===== config.mk =====
export PLATFORM = sky130hd
export DESIGN_NAME = serial_audio_encoder_flat
export DESIGN_NICKNAME = d
export VERILOG_FILES = /design/src/rtl/serial_audio_pkg.sv /design/src/rtl/serial_audio_encoder_if.sv /design/src/rtl/serial_audio_clock_gen.sv /design/src/rtl/serial_audio_encoder.sv /design/src/flat_wrapper.sv
export SDC_FILE = /design/constraint.sdc
export NUM_CORES = 1
export LEC_CHECK = 0
export CORE_MARGIN = 2
export CORE_UTILIZATION = 50
export CTS_CLUSTER_DIAMETER = 200
export CTS_CLUSTER_SIZE = 25
export DETAILED_ROUTE_END_ITERATION = 16
export PLACE_DENSITY_LB_ADDON = 0.05
export SLEW_MARGIN = 20
export SYNTH_ARGS = -nofsm -noshare
export SYNTH_HDL_FRONTEND = slang
export SYNTH_SLANG_ARGS = --single-unit

===== constraint.sdc =====
create_clock -name clk -period 4.21 [get_ports clk]
set_input_delay 0.842 -clock clk [delete_from_list [all_inputs] [get_ports clk]]
set_output_delay 0.842 -clock clk [all_outputs]
set_load 0.1 [all_outputs]

===== src/rtl/serial_audio_pkg.sv =====
// Shared channel and format encodings for the serial audio encoder and decoder.
package serial_audio_pkg;

  typedef enum logic {
    LEFT  = 1'b0,
    RIGHT = 1'b1
  } chan_e;

  // Values of the is_i2s select
  localparam logic LJ  = 1'b0;
  localparam logic I2S = 1'b1;

  function automatic chan_e chan_flip(input chan_e c);
    return (c == LEFT) ? RIGHT : LEFT;
  endfunction

endpackage


===== src/rtl/serial_audio_encoder_if.sv =====
// PCM sample stream into the serial audio encoder (valid/ready handshake).
interface serial_audio_encoder_if #(
  parameter int audio_width = 16
) ();
  logic                          i_valid;
  logic                          i_ready;
  logic                          i_is_left;
  logic signed [audio_width-1:0] i_audio;

  modport master (
    output i_valid,
    output i_is_left,
    output i_audio,
    input  i_ready
  );

  modport slave (
    input  i_valid,
    input  i_is_left,
    input  i_audio,
    output i_ready
  );
endinterface


===== src/rtl/serial_audio_clock_gen.sv =====
// Bit/word clock generation: divides clk down to sclk, produces the falling
// strobe, tracks the bit position within a slot and the current channel.
module serial_audio_clock_gen
  import serial_audio_pkg::*;
#(
  parameter int bits_per_channel = 32,
  parameter int sclk_half        = 2
) (
  input  logic  clk,
  input  logic  nreset,
  output logic  sclk,
  output logic  fall,
  output logic  slot_start,
  output chan_e chan,
  output chan_e next_chan
);

  localparam int DIV_W = (sclk_half > 1) ? $clog2(sclk_half) : 1;
  localparam int BIT_W = $clog2(bits_per_channel);
  localparam logic [DIV_W-1:0] DIV_LAST = DIV_W'(sclk_half - 1);
  localparam logic [BIT_W-1:0] BIT_LAST = BIT_W'(bits_per_channel - 1);

  logic [DIV_W-1:0] div_cnt;
  logic [BIT_W-1:0] bit_cnt;
  logic             div_wrap;

  assign div_wrap   = (div_cnt == DIV_LAST);
  assign fall       = div_wrap && sclk;
  assign slot_start = fall && (bit_cnt == BIT_LAST);
  assign next_chan  = chan_flip(chan);

  // Divider, sclk toggle, slot bit counter and channel; bit_cnt resets to the
  // last slot bit so the first falling strobe opens a left slot.
  always_ff @(posedge clk or negedge nreset) begin
    if (!nreset) begin
      div_cnt <= '0;
      sclk    <= 1'b0;
      bit_cnt <= BIT_LAST;
      chan    <= RIGHT;
    end else begin
      div_cnt <= div_wrap ? '0 : div_cnt + 1'b1;
      if (div_wrap) sclk <= ~sclk;
      if (fall) bit_cnt <= (bit_cnt == BIT_LAST) ? '0 : bit_cnt + 1'b1;
      if (slot_start) chan <= next_chan;
    end
  end

endmodule


===== src/rtl/serial_audio_encoder.sv =====
// Master-mode I2S / left-justified serial audio transmitter.
// Optional build macro SERIAL_AUDIO_ENCODER_REPEAT_EN: on underrun, repeat the
// last word sent on that channel instead of sending silence.
module serial_audio_encoder
  import serial_audio_pkg::*;
#(
  parameter int audio_width      = 16,
  parameter int bits_per_channel = 32,
  parameter int sclk_half        = 2
) (
  input  logic                   clk,
  input  logic                   nreset,
  input  logic                   is_i2s,
  input  logic                   lrclk_polarity,
  serial_audio_encoder_if.slave  pcm,
  output logic                   sclk,
  output logic                   lrclk,
  output logic                   sdout,
  output logic                   is_underrun,
  output logic                   is_error
);

  localparam int PAD_W = bits_per_channel - audio_width;

  chan_e chan;
  chan_e next_chan;
  chan_e expected;
  chan_e in_chan;
  logic  fall;
  logic  slot_start;
  logic  nxt_idx;
  logic  exp_idx;
  logic  accept;
  logic  store;
  logic  mismatch;

  logic [1:0]                      full;
  logic [1:0]                      full_nxt;
  logic signed [audio_width-1:0]   hold [2];
  logic signed [audio_width-1:0]   fill_sample;
  logic signed [audio_width-1:0]   load_sample;
  logic [bits_per_channel-1:0]     load_word;
  logic [bits_per_channel-1:0]     shift_p0;

  serial_audio_clock_gen #(
    .bits_per_channel (bits_per_channel),
    .sclk_half        (sclk_half)
  ) u_clock_gen (
    .clk        (clk),
    .nreset     (nreset),
    .sclk       (sclk),
    .fall       (fall),
    .slot_start (slot_start),
    .chan       (chan),
    .next_chan  (next_chan)
  );

  assign lrclk   = (chan == RIGHT) ^ lrclk_polarity;
  assign nxt_idx = next_chan;
  assign exp_idx = expected;
  assign in_chan = pcm.i_is_left ? LEFT : RIGHT;

  assign pcm.i_ready = !full[exp_idx];
  assign accept      = pcm.i_valid && pcm.i_ready;
  assign store       = accept && (in_chan == expected);
  assign mismatch    = accept && (in_chan != expected);

  // The slot start sees the holding register as it was before this cycle's
  // accept, so a same-cycle sample waits for the channel's next slot.
  assign load_sample = full[nxt_idx] ? hold[nxt_idx] : fill_sample;
  assign load_word   = {load_sample, {PAD_W{1'b0}}};

`ifdef SERIAL_AUDIO_ENCODER_REPEAT_EN
  logic signed [audio_width-1:0] last_sample [2];

  // Remember the word each channel last carried, used as underrun fill.
  always_ff @(posedge clk or negedge nreset) begin
    if (!nreset) begin
      last_sample[0] <= '0;
      last_sample[1] <= '0;
    end else if (slot_start) begin
      last_sample[nxt_idx] <= load_sample;
    end
  end

  assign fill_sample = last_sample[nxt_idx];
`else
  assign fill_sample = '0;
`endif

  // Full flags: a slot start empties its channel, a stored sample fills one.
  always_comb begin
    full_nxt = full;
    if (slot_start) full_nxt[nxt_idx] = 1'b0;
    if (store)      full_nxt[exp_idx] = 1'b1;
  end

  // Handshake control, status pulses and the serial data output.
  always_ff @(posedge clk or negedge nreset) begin
    if (!nreset) begin
      expected    <= LEFT;
      full        <= 2'b00;
      sdout       <= 1'b0;
      is_underrun <= 1'b0;
      is_error    <= 1'b0;
    end else begin
      full        <= full_nxt;
      is_underrun <= slot_start && !full[nxt_idx];
      is_error    <= mismatch;
      if (store) expected <= chan_flip(expected);
      if (slot_start) begin
        sdout <= (is_i2s == I2S) ? 1'b0 : load_word[bits_per_channel-1];
      end else if (fall) begin
        sdout <= shift_p0[bits_per_channel-1];
      end
    end
  end

  // Sample holding registers and the slot shift register (data only).
  always_ff @(posedge clk) begin
    if (store) hold[exp_idx] <= pcm.i_audio;
    if (slot_start) begin
      shift_p0 <= (is_i2s == I2S) ? load_word : (load_word << 1);
    end else if (fall) begin
      shift_p0 <= shift_p0 << 1;
    end
  end

endmodule


===== src/flat_wrapper.sv =====
// flat-port wrapper written by rule: the top's interface ports become plain ports
module serial_audio_encoder_flat import serial_audio_pkg::*;
#(
  parameter int audio_width      = 16,
  parameter int bits_per_channel = 32,
  parameter int sclk_half        = 2
)
  (clk, nreset, is_i2s, lrclk_polarity, sclk, lrclk, sdout, is_underrun, is_error, pcm_i_valid, pcm_i_is_left, pcm_i_audio, pcm_i_ready);
  serial_audio_encoder_if #(.audio_width(audio_width)) pcm_i ();
  input  logic clk;
  input  logic nreset;
  input  logic is_i2s;
  input  logic lrclk_polarity;
  output logic sclk;
  output logic lrclk;
  output logic sdout;
  output logic is_underrun;
  output logic is_error;
  input wire logic [$bits(pcm_i.i_valid)-1:0] pcm_i_valid;
  input wire logic [$bits(pcm_i.i_is_left)-1:0] pcm_i_is_left;
  input wire logic [$bits(pcm_i.i_audio)-1:0] pcm_i_audio;
  output wire logic [$bits(pcm_i.i_ready)-1:0] pcm_i_ready;
  assign pcm_i.i_valid = pcm_i_valid;
  assign pcm_i.i_is_left = pcm_i_is_left;
  assign pcm_i.i_audio = pcm_i_audio;
  assign pcm_i_ready = pcm_i.i_ready;
  serial_audio_encoder #(.audio_width(audio_width), .bits_per_channel(bits_per_channel), .sclk_half(sclk_half)) u_core (.clk(clk), .nreset(nreset), .is_i2s(is_i2s), .lrclk_polarity(lrclk_polarity), .pcm(pcm_i), .sclk(sclk), .lrclk(lrclk), .sdout(sdout), .is_underrun(is_underrun), .is_error(is_error));
endmodule

==> results of run 1 <==
## stage by stage
step | instance area [um^2] | setup WS [ns] | util [%] | power (uW)
after global placement | 3153 | 1.539 | 56.91 | 821.6
after floorplan | 2900 | 1.110 | - | 779.6
after detailed placement | 3153 | 1.508 | 56.91 | 826.2
final | 3303 | 1.182 | 59.62 | 1221
after CTS | 3303 | 1.146 | 59.62 | 1237
after global routing | 3303 | 1.106 | 59.62 | 1272
## worst register-to-register path, stage by stage, from the launching register on
cell	delay, ns
dfstp_2	0.56
ha_1	0.18
and3_1	0.15
ha_1	0.27
and3_1	0.19
buf_4	0.35
o221ai_1	0.21
o21a_1	0.14
## cell usage after synthesis (all sizes together)
master / n / area (um^2)
clkbuf: 1 / 13.76
nor3: 1 / 5.000
o22a: 1 / 8.760
xnor2: 1 / 8.760
inv: 4 / 15.01
xor2: 4 / 35.03
nand3b: 1 / 7.510
o21ai: 5 / 25.02
nand2: 7 / 28.78
o21a: 15 / 112.6
and3: 4 / 26.28
a21oi: 1 / 5.000
and3b: 1 / 8.760
a21o: 1 / 7.510
nor4bb: 1 / 10.01
mux2: 3 / 33.78
ha: 2 / 25.02
nor2: 3 / 11.26
dfrtp: 8 / 200.2
o221ai: 15 / 206.5
edfxtp: 48 / 1441
buf: 11 / 128.9
nand2b: 4 / 32.53
mux2i: 32 / 320.3
dfstp: 6 / 157.7
nand3: 5 / 25.02
## where the power goes
group          leakage [uW]  switching [uW]  internal [uW]  total [uW]
sequential         0.000612            19.4            677         696
combinational      0.000537            65.3           51.3         117
clock             0.0000741             200            208         409
## worst max path at each step
stage,slack (ns),endpoint,from,cells after the start
finish,1.18,pcm_i_ready,u_core.exp_idx,2
global route,1.11,pcm_i_ready,u_core.exp_idx,2
CTS,1.15,pcm_i_ready,u_core.exp_idx,2
detailed placement,1.51,pcm_i_ready,u_core.exp_idx,2
global placement,1.54,pcm_i_ready,u_core.exp_idx,2
floorplan,1.11,lrclk,lrclk_polarity,1
## state kept, by name, indices dropped and copies added (netlist names), 2 cells and up
| signal | flops |
|---|---|
| u_core.full | 2 |
| u_core.hold | 32 |
| u_core.shift_p0 | 16 |
| u_core.u_clock_gen.bit_cnt | 5 |
## routing by layer
layer  track usage [%]  vias to the layer above
li1                  -                      780
met2             26.42                       21
met4             6.102                        0
met3             6.180                        9
met1             20.84                      783
met5                 0                        -
## layout make-up
class | instances | area [um^2] | area share, %
sequential | 62 | 1799 | 54.47
multi-input combinational | 107 | 963.4 | 29.17
timing repair buffer | 30 | 285.3 | 8.636
clock buffer | 13 | 138.9 | 4.205
tap | 72 | 90.09 | 2.727
inverter | 4 | 15.01 | 0.4545
clock inverter | 3 | 11.26 | 0.3409
## kinds of logic after synthesis
| family | Yosys count | share of synthesized area [%] |
|---|---|---|
| AOI/OAI and AO/OA | 38 | 12.60 |
| DFF | 62 | 62.04 |
| muxes | 35 | 12.21 |
| and+or+nand+nor | 27 | 5.349 |
| adders and majority gates | 2 | 0.8627 |
| xor gates and xnor gates | 5 | 1.510 |
| buffers and inverters | 16 | 5.436 |
==> flow_summary.ini, run 1 <==
[clock_tree]
clkTransAtPathRegs_ns = 0.06
ctsHoldBuffers = 0
cts_htree_levels = 3
cts_root_buffer = clkbuf_8
cts_setup_buffers = 0
cts_tree = built
numClockSinks = 62
clkLatencyLatePin_ns = 0.33
cts_resized = 0
cts_made_buffers = 9
clockBufferDepth = 2

[timing]
tightest_slew_ns = 0.9711
fin_setup_tns_ns = 0
finalHoldViolations = 0
fmax_ghz = 0.3302
rsz0062_at_grt = no
post-route-min-period_ns = 3.028
whs_ns = 0.4895
drv_slew = 0
finalCritPeriodShare_pct = 71.93
slew_headroom_pct = 35.06
skew_ns = 0.007260
setup_viol = 0

[worst_setup_path]
critPathMaxFanout = 5
critPathArrivalTime_ns = 2.19
endpoint_kind = primary output
critPathKind = flip-flop to primary output
timing.rr.start = u_core.u_clock_gen.bit_cnt[0]
r2r_slack_ns = 1.93
ff2ff_path_depth = 7
slowest_delay_ns = 1.16
worst_setup_path_start_kind = flip-flop
rr_endpoint = u_core.shift_p0[31]
critPathSlowestCell = clkdlybuf4s50_1
path_cells = mux2i_1 -> clkdlybuf4s50_1
required_ns = 3.37
crit_buf_inv = 1
cp_top_family = buffers and inverters

[hold_path]
holdCritStartpoint = u_core.u_clock_gen.bit_cnt[1]
hold_path_depth = 2
hp-class = flip-flop to flip-flop
whs_endpoint = u_core.u_clock_gen.bit_cnt[1]

[run]
maxCapViolations = 0

[pwr]
vdd_drop_max_v = 0.0002257
power_leakage_uw = 0.001223
pwr_density_cell_mw_per_mm2 = 369.7

[global_routing]
grt_antenna_before_repair = 0
grt_max_degree = 35
grt_overflow = 0
first_global_vias = 1666
grt_usage_pct = 16.63
grt_pass1_wl_um = 7907

[final_layout]
nNetsFinal = 238
diodes = 0
drive_gt1_share_pct = 18.26
layout_common_cells = edfxtp_1, mux2i_1, clkdlybuf4s50_1
stdcell_count = 291
syn_to_final_growth_pct = 13.89
nFillCells = 442
layout_commonest_cell = edfxtp_1

[detailed_routing]
vias_per_cell = 5.474
vias = 1593
wl_met3_um = 166
drtPass1Iterations = 4
antenna_left = 0
drc = 0
met1_length_um = 2113
highest_layer = met4
drtIter0Drc = 79
routed_wl_um = 4637
wl_met2_um = 2287
wl_per_cell_um = 15.93

[die]
die_w_um = 80.16
dieArea_mm2 = 0.006426
die-height_um = 80.16
initial_utilization_pct = 52.35
coreArea_mm2 = 0.005540
io_pins = 28
rows = 27

[place]
post-dp-hpwl_um = 3043
dp.cells = 275
gp_congestion = 0.7660
port_buffers = 27

[logic_synthesis]
syn-num-nets = 209
yosysSeqAreaShare_pct = 62.04
synth_area_mm2 = 0.002900
yosysUniqueCellTypes = 32
ys_warn_count = 0
synthCells = 185
ys_seq_elements = 62
syn_avg_cell_area_um2 = 15.68

[status]
status = completed
Power figures use the tool's default switching activity.
==> inputs of run 2 (changes only) <==
- clock period: 4.21 -> 2.6 ns (I/O delays scaled with it)
==> flow_summary.ini, run 2 (synthesized netlist as in run 1, its figures left out) <==
[final_layout]
syn_to_final_growth_pct = 16.05
largest_reg_flops = 32
layout_commonest_cell = edfxtp_1
top_regs = u_core.hold x32, u_core.shift_p0 x16, u_core.u_clock_gen.bit_cnt x5
drive_gt1_share_pct = 22.97
stdcell_count = 294
layout_common_cells = edfxtp_1, mux2i_1, clkdlybuf4s50_1
nNetsFinal = 241
diodes = 0
regMostFlops = u_core.hold
nFillCells = 439

[clock_tree]
cts_setup_buffers = 0
ctsHoldBuffers = 0
clkTransAtPathRegs_ns = 0.07
cts_resized = 0
clockBufferDepth = 2
cts_root_buffer = clkbuf_8
numClockSinks = 62
cts_htree_levels = 3
cts_made_buffers = 9
clkLatencyLatePin_ns = 0.34
cts_tree = built

[pwr]
power_leakage_uw = 0.001265
pwr_density_cell_mw_per_mm2 = 606.2
combPwrFrac_pct = 9.6
intPower_uw = 1548
switching_share_pct = 24.14
vdd_drop_max_v = 0.0004433
power_switching_uw = 492.6
p_seq_share_pct = 55.4
pwr-share-clk_pct = 35.0

[hold_path]
hp-class = flip-flop to flip-flop

[timing]
drv_slew = 0
finalHoldViolations = 0
setup_ws_ns = 0.4719
slew_headroom_pct = 56.83
finalCritPeriodShare_pct = 81.85
fin_setup_tns_ns = 0
tightest_slew_ns = 0.6456
rsz0062_at_grt = no
skew_ns = 0.008751
setup_viol = 0
fmax_ghz = 0.4699
post-route-min-period_ns = 2.128

[global_routing]
grt_usage_pct = 18.16
grt_overflow = 0
grt_pass1_wl_um = 8500
grt_max_degree = 35
first_global_vias = 1760
grt_antenna_before_repair = 0

[worst_setup_path]
critPathMaxFanout = 34
required_ns = 2.70
critPathKind = flip-flop to flip-flop
critPathArrivalTime_ns = 2.23
worst_setup_path_start_kind = flip-flop
endpoint_kind = flip-flop
r2r_slack_ns = 0.47

[detailed_routing]
wl_per_cell_um = 17.43
vias_per_cell = 5.619
drtIter0Drc = 73
routed_wl_um = 5125
vias = 1652
antenna_left = 0
drc = 0
drtPass1Iterations = 4

[place]
gp_congestion = 0.7868
port_buffers = 27
post-dp-hpwl_um = 3352
dp.cells = 278
place_ws_ns = 0.4770

[die]
io_pins = 28
rows = 27
initial_utilization_pct = 52.35
dieArea_mm2 = 0.006426
die_w_um = 80.16
coreArea_mm2 = 0.005540
die-height_um = 80.16

[status]
status = completed

[run]
maxCapViolations = 0
-- run 2: cell types whose count changed in the layout (fill, tap and decap cells not counted), sizes merged --
cell / before / now
buf: 5 / 13
clkdlybuf4s50: 25 / 20
-- run 2: power groups by stage --
stage	combinational, uW	sequential [uW]	clock (uW)
after floorplan	117	1150	0
after global placement	193	1150	0
after detailed placement	198	1150	0
after CTS	199	1130	735
after global routing	207	1130	774
final	197	1130	714
-- run 2: metrics by stage --
step	cell area, um^2	hold slack (ns)	utilization, %	power, uW
final	3366	0.5031	60.75	2040
after global routing	3366	0.5360	60.75	2115
after CTS	3366	0.5040	60.75	2064
after detailed placement	3204	0.4954	57.84	1349
after global placement	3204	0.4795	57.84	1341
after floorplan	2910	0.2244	-	1269
-- run 2: worst max-delay path: stages, from the launching register on --
cell      delay [ns]
dfstp_2         0.57
ha_1            0.17
and3_1          0.15
ha_1            0.27
and3_1          0.24
buf_12          0.21
o221ai_1        0.14
o21a_1          0.13
-- run 2: cell type report --
| type | count | area, um^2 | share of cell area (%) |
|---|---|---|---|
| flip-flops and latches | 62 | 1799 | 53.46 |
| clock inverters | 3 | 12.51 | 0.3717 |
| clock buffers | 13 | 148.9 | 4.424 |
| inverters | 4 | 15.01 | 0.4461 |
| repair buffers | 33 | 332.8 | 9.888 |
| well taps | 72 | 90.09 | 2.677 |
| multi-input cells | 107 | 967.2 | 28.74 |
-- run 2: worst paths after layout --
kind | startpoint | to | depth (start not counted)
worst max-delay path | u_core.u_clock_gen.bit_cnt[0] | u_core.shift_p0[18] | 7
worst min-delay path | u_core.u_clock_gen.bit_cnt[1] | u_core.u_clock_gen.bit_cnt[1] | 2
worst max register to register | u_core.u_clock_gen.bit_cnt[0] | u_core.shift_p0[18] | 7
worst min register to register | u_core.u_clock_gen.bit_cnt[1] | u_core.u_clock_gen.bit_cnt[1] | 2
max in group asynchronous | nreset | u_core.is_error | 1
min in group asynchronous | nreset | u_core.is_underrun | 1
-- run 2: per-layer routing --
metal / wire length (um) / GRT usage [%] / vias up
met1: 2215 / 23.00 / 818
li1: - / - / 785
met5: 0 / 0 / -
met4: 124 / 11.19 / 0
met2: 2600 / 28.08 / 37
met3: 185 / 4.382 / 12
==> inputs of run 3 (changes only) <==
- clock period: 2.6 -> 1.9 ns (I/O delays scaled with it)
==> flow_summary.ini, run 3 (synthesized netlist as in run 1, its figures left out) <==
[status]
status = completed

[timing]
whs_ns = 0.3232
setup_ws_ns = 0.03723
fmax_ghz = 0.5368
finalCritPeriodShare_pct = 98.04
setup_viol = 0
skew_ns = 0.007310
finalHoldViolations = 0
drv_slew = 0
slew_headroom_pct = 67.03
post-route-min-period_ns = 1.863
tightest_slew_ns = 0.4928
fin_setup_tns_ns = 0
rsz0062_at_grt = yes

[worst_setup_path]
worst_setup_path_start_kind = flip-flop
endpoint_kind = flip-flop
cp_top_family = flip-flops
rr_endpoint = u_core.shift_p0[29]
critPathMaxFanout = 5
slowest_delay_ns = 0.56
path_cells = ha_4 -> and3_4 -> ha_4 -> and3_4 -> clkbuf_16 -> o221ai_2 -> o21a_1
crit_buf_inv = 1
timing.rr.start = u_core.u_clock_gen.bit_cnt[1]
critPathKind = flip-flop to flip-flop
critPathArrivalTime_ns = 1.95
required_ns = 1.99
ff2ff_path_depth = 7
r2r_slack_ns = 0.04
critPathSlowestCell = dfstp_2

[pwr]
pwr_density_cell_mw_per_mm2 = 813.5
vdd_drop_max_v = 0.0005316
power_leakage_uw = 0.001343

[die]
rows = 27
dieArea_mm2 = 0.006426
initial_utilization_pct = 52.35
io_pins = 28
die_w_um = 80.16
die-height_um = 80.16
coreArea_mm2 = 0.005540

[clock_tree]
clkLatencyLatePin_ns = 0.33
cts_made_buffers = 9
cts_htree_levels = 3
clkTransAtPathRegs_ns = 0.07
cts_tree = built
numClockSinks = 62
clockBufferDepth = 2
cts_root_buffer = clkbuf_8

[detailed_routing]
vias_per_cell = 5.548
drc = 0
highest_layer = met4
wl_met2_um = 2695
wl_met3_um = 176
wl_per_cell_um = 17.69
routed_wl_um = 5359
antenna_left = 0
drtPass1Iterations = 4
vias = 1681
met1_length_um = 2402
drtIter0Drc = 122

[final_layout]
top_regs = u_core.hold x32, u_core.shift_p0 x16, u_core.u_clock_gen.bit_cnt x5
nFillCells = 428
largest_reg_flops = 32
layout_common_cells = edfxtp_1, mux2i_1, clkdlybuf4s50_1
syn_to_final_growth_pct = 25.41
diodes = 0
drive_gt1_share_pct = 30.30
regMostFlops = u_core.hold
nNetsFinal = 250
layout_commonest_cell = edfxtp_1

[place]
port_buffers = 27
gp_congestion = 0.7557
post-dp-hpwl_um = 3454
place_ws_ns = -0.03193

[run]
maxCapViolations = 0

[global_routing]
grt_max_degree = 30
grt_usage_pct = 18.37
grt_pass1_wl_um = 8652
first_global_vias = 1802
grt_antenna_before_repair = 0
grt_overflow = 0

[hold_path]
hp-class = input pin to asynchronous set/reset pin
run 3: what timing repair did:
action                                  CTS  global route
cloned                                    0             2
buffers inserted                          0             3
gates resized for setup                   2             7
endpoints found under the setup margin    9            15
hold buffers                              0             0
run 3: routing by layer:
layer	up-vias	global-route usage, %
met2	40	29.08
met4	0	11.53
met5	-	0
li1	800	-
met1	833	23.05
met3	8	3.708
run 3: worst reg2reg max path, stage by stage, from the launching register on:
cell,delay [ns]
dfstp_2,0.56
ha_4,0.13
and3_4,0.17
ha_4,0.12
and3_4,0.25
clkbuf_16,0.17
o221ai_2,0.08
o21a_1,0.13
run 3: how the worst max path moves through the flow:
stage / to / from / cells past startpoint / slack [ns]
after floorplan: u_core.hold[1][0] / u_core.full[1] / 1 / -0.1
after global placement: u_core.shift_p0[27] / u_core.u_clock_gen.bit_cnt[1] / 7 / 0.03
after detailed placement: u_core.shift_p0[27] / u_core.u_clock_gen.bit_cnt[1] / 7 / -0.03
after CTS: u_core.shift_p0[17] / u_core.u_clock_gen.bit_cnt[1] / 7 / 0.02
after global routing: u_core.shift_p0[24] / u_core.u_clock_gen.bit_cnt[1] / 7 / -0.02
final: u_core.shift_p0[29] / u_core.u_clock_gen.bit_cnt[1] / 7 / 0.04
run 3: per-stage QoR:
stage	total power (uW)	util, %	std cells	instance area, um^2
after floorplan	1754	-	185	2933
after global placement	1875	60.05	282	3327
after detailed placement	1886	60.05	282	3327
after CTS	2997	63.64	298	3526
after global routing	3058	65.65	303	3637
final	2959	65.65	303	3637
run 3: where the power goes:
part	leakage, uW	switching (uW)	internal [uW]
logic	0.000644	153	149
registers	0.000610	56.6	1500
clock network	0.0000883	502	600
run 3: cell type report:
class / instances / area (um^2) / area share [%]
multi-input combinational: 107 / 1018 / 28.00
sequential: 62 / 1800 / 49.50
timing repair buffer: 42 / 523.0 / 14.38
clock inverter: 6 / 62.56 / 1.720
clock buffer: 10 / 127.6 / 3.509
tap: 72 / 90.09 / 2.477
inverter: 4 / 15.01 / 0.4128
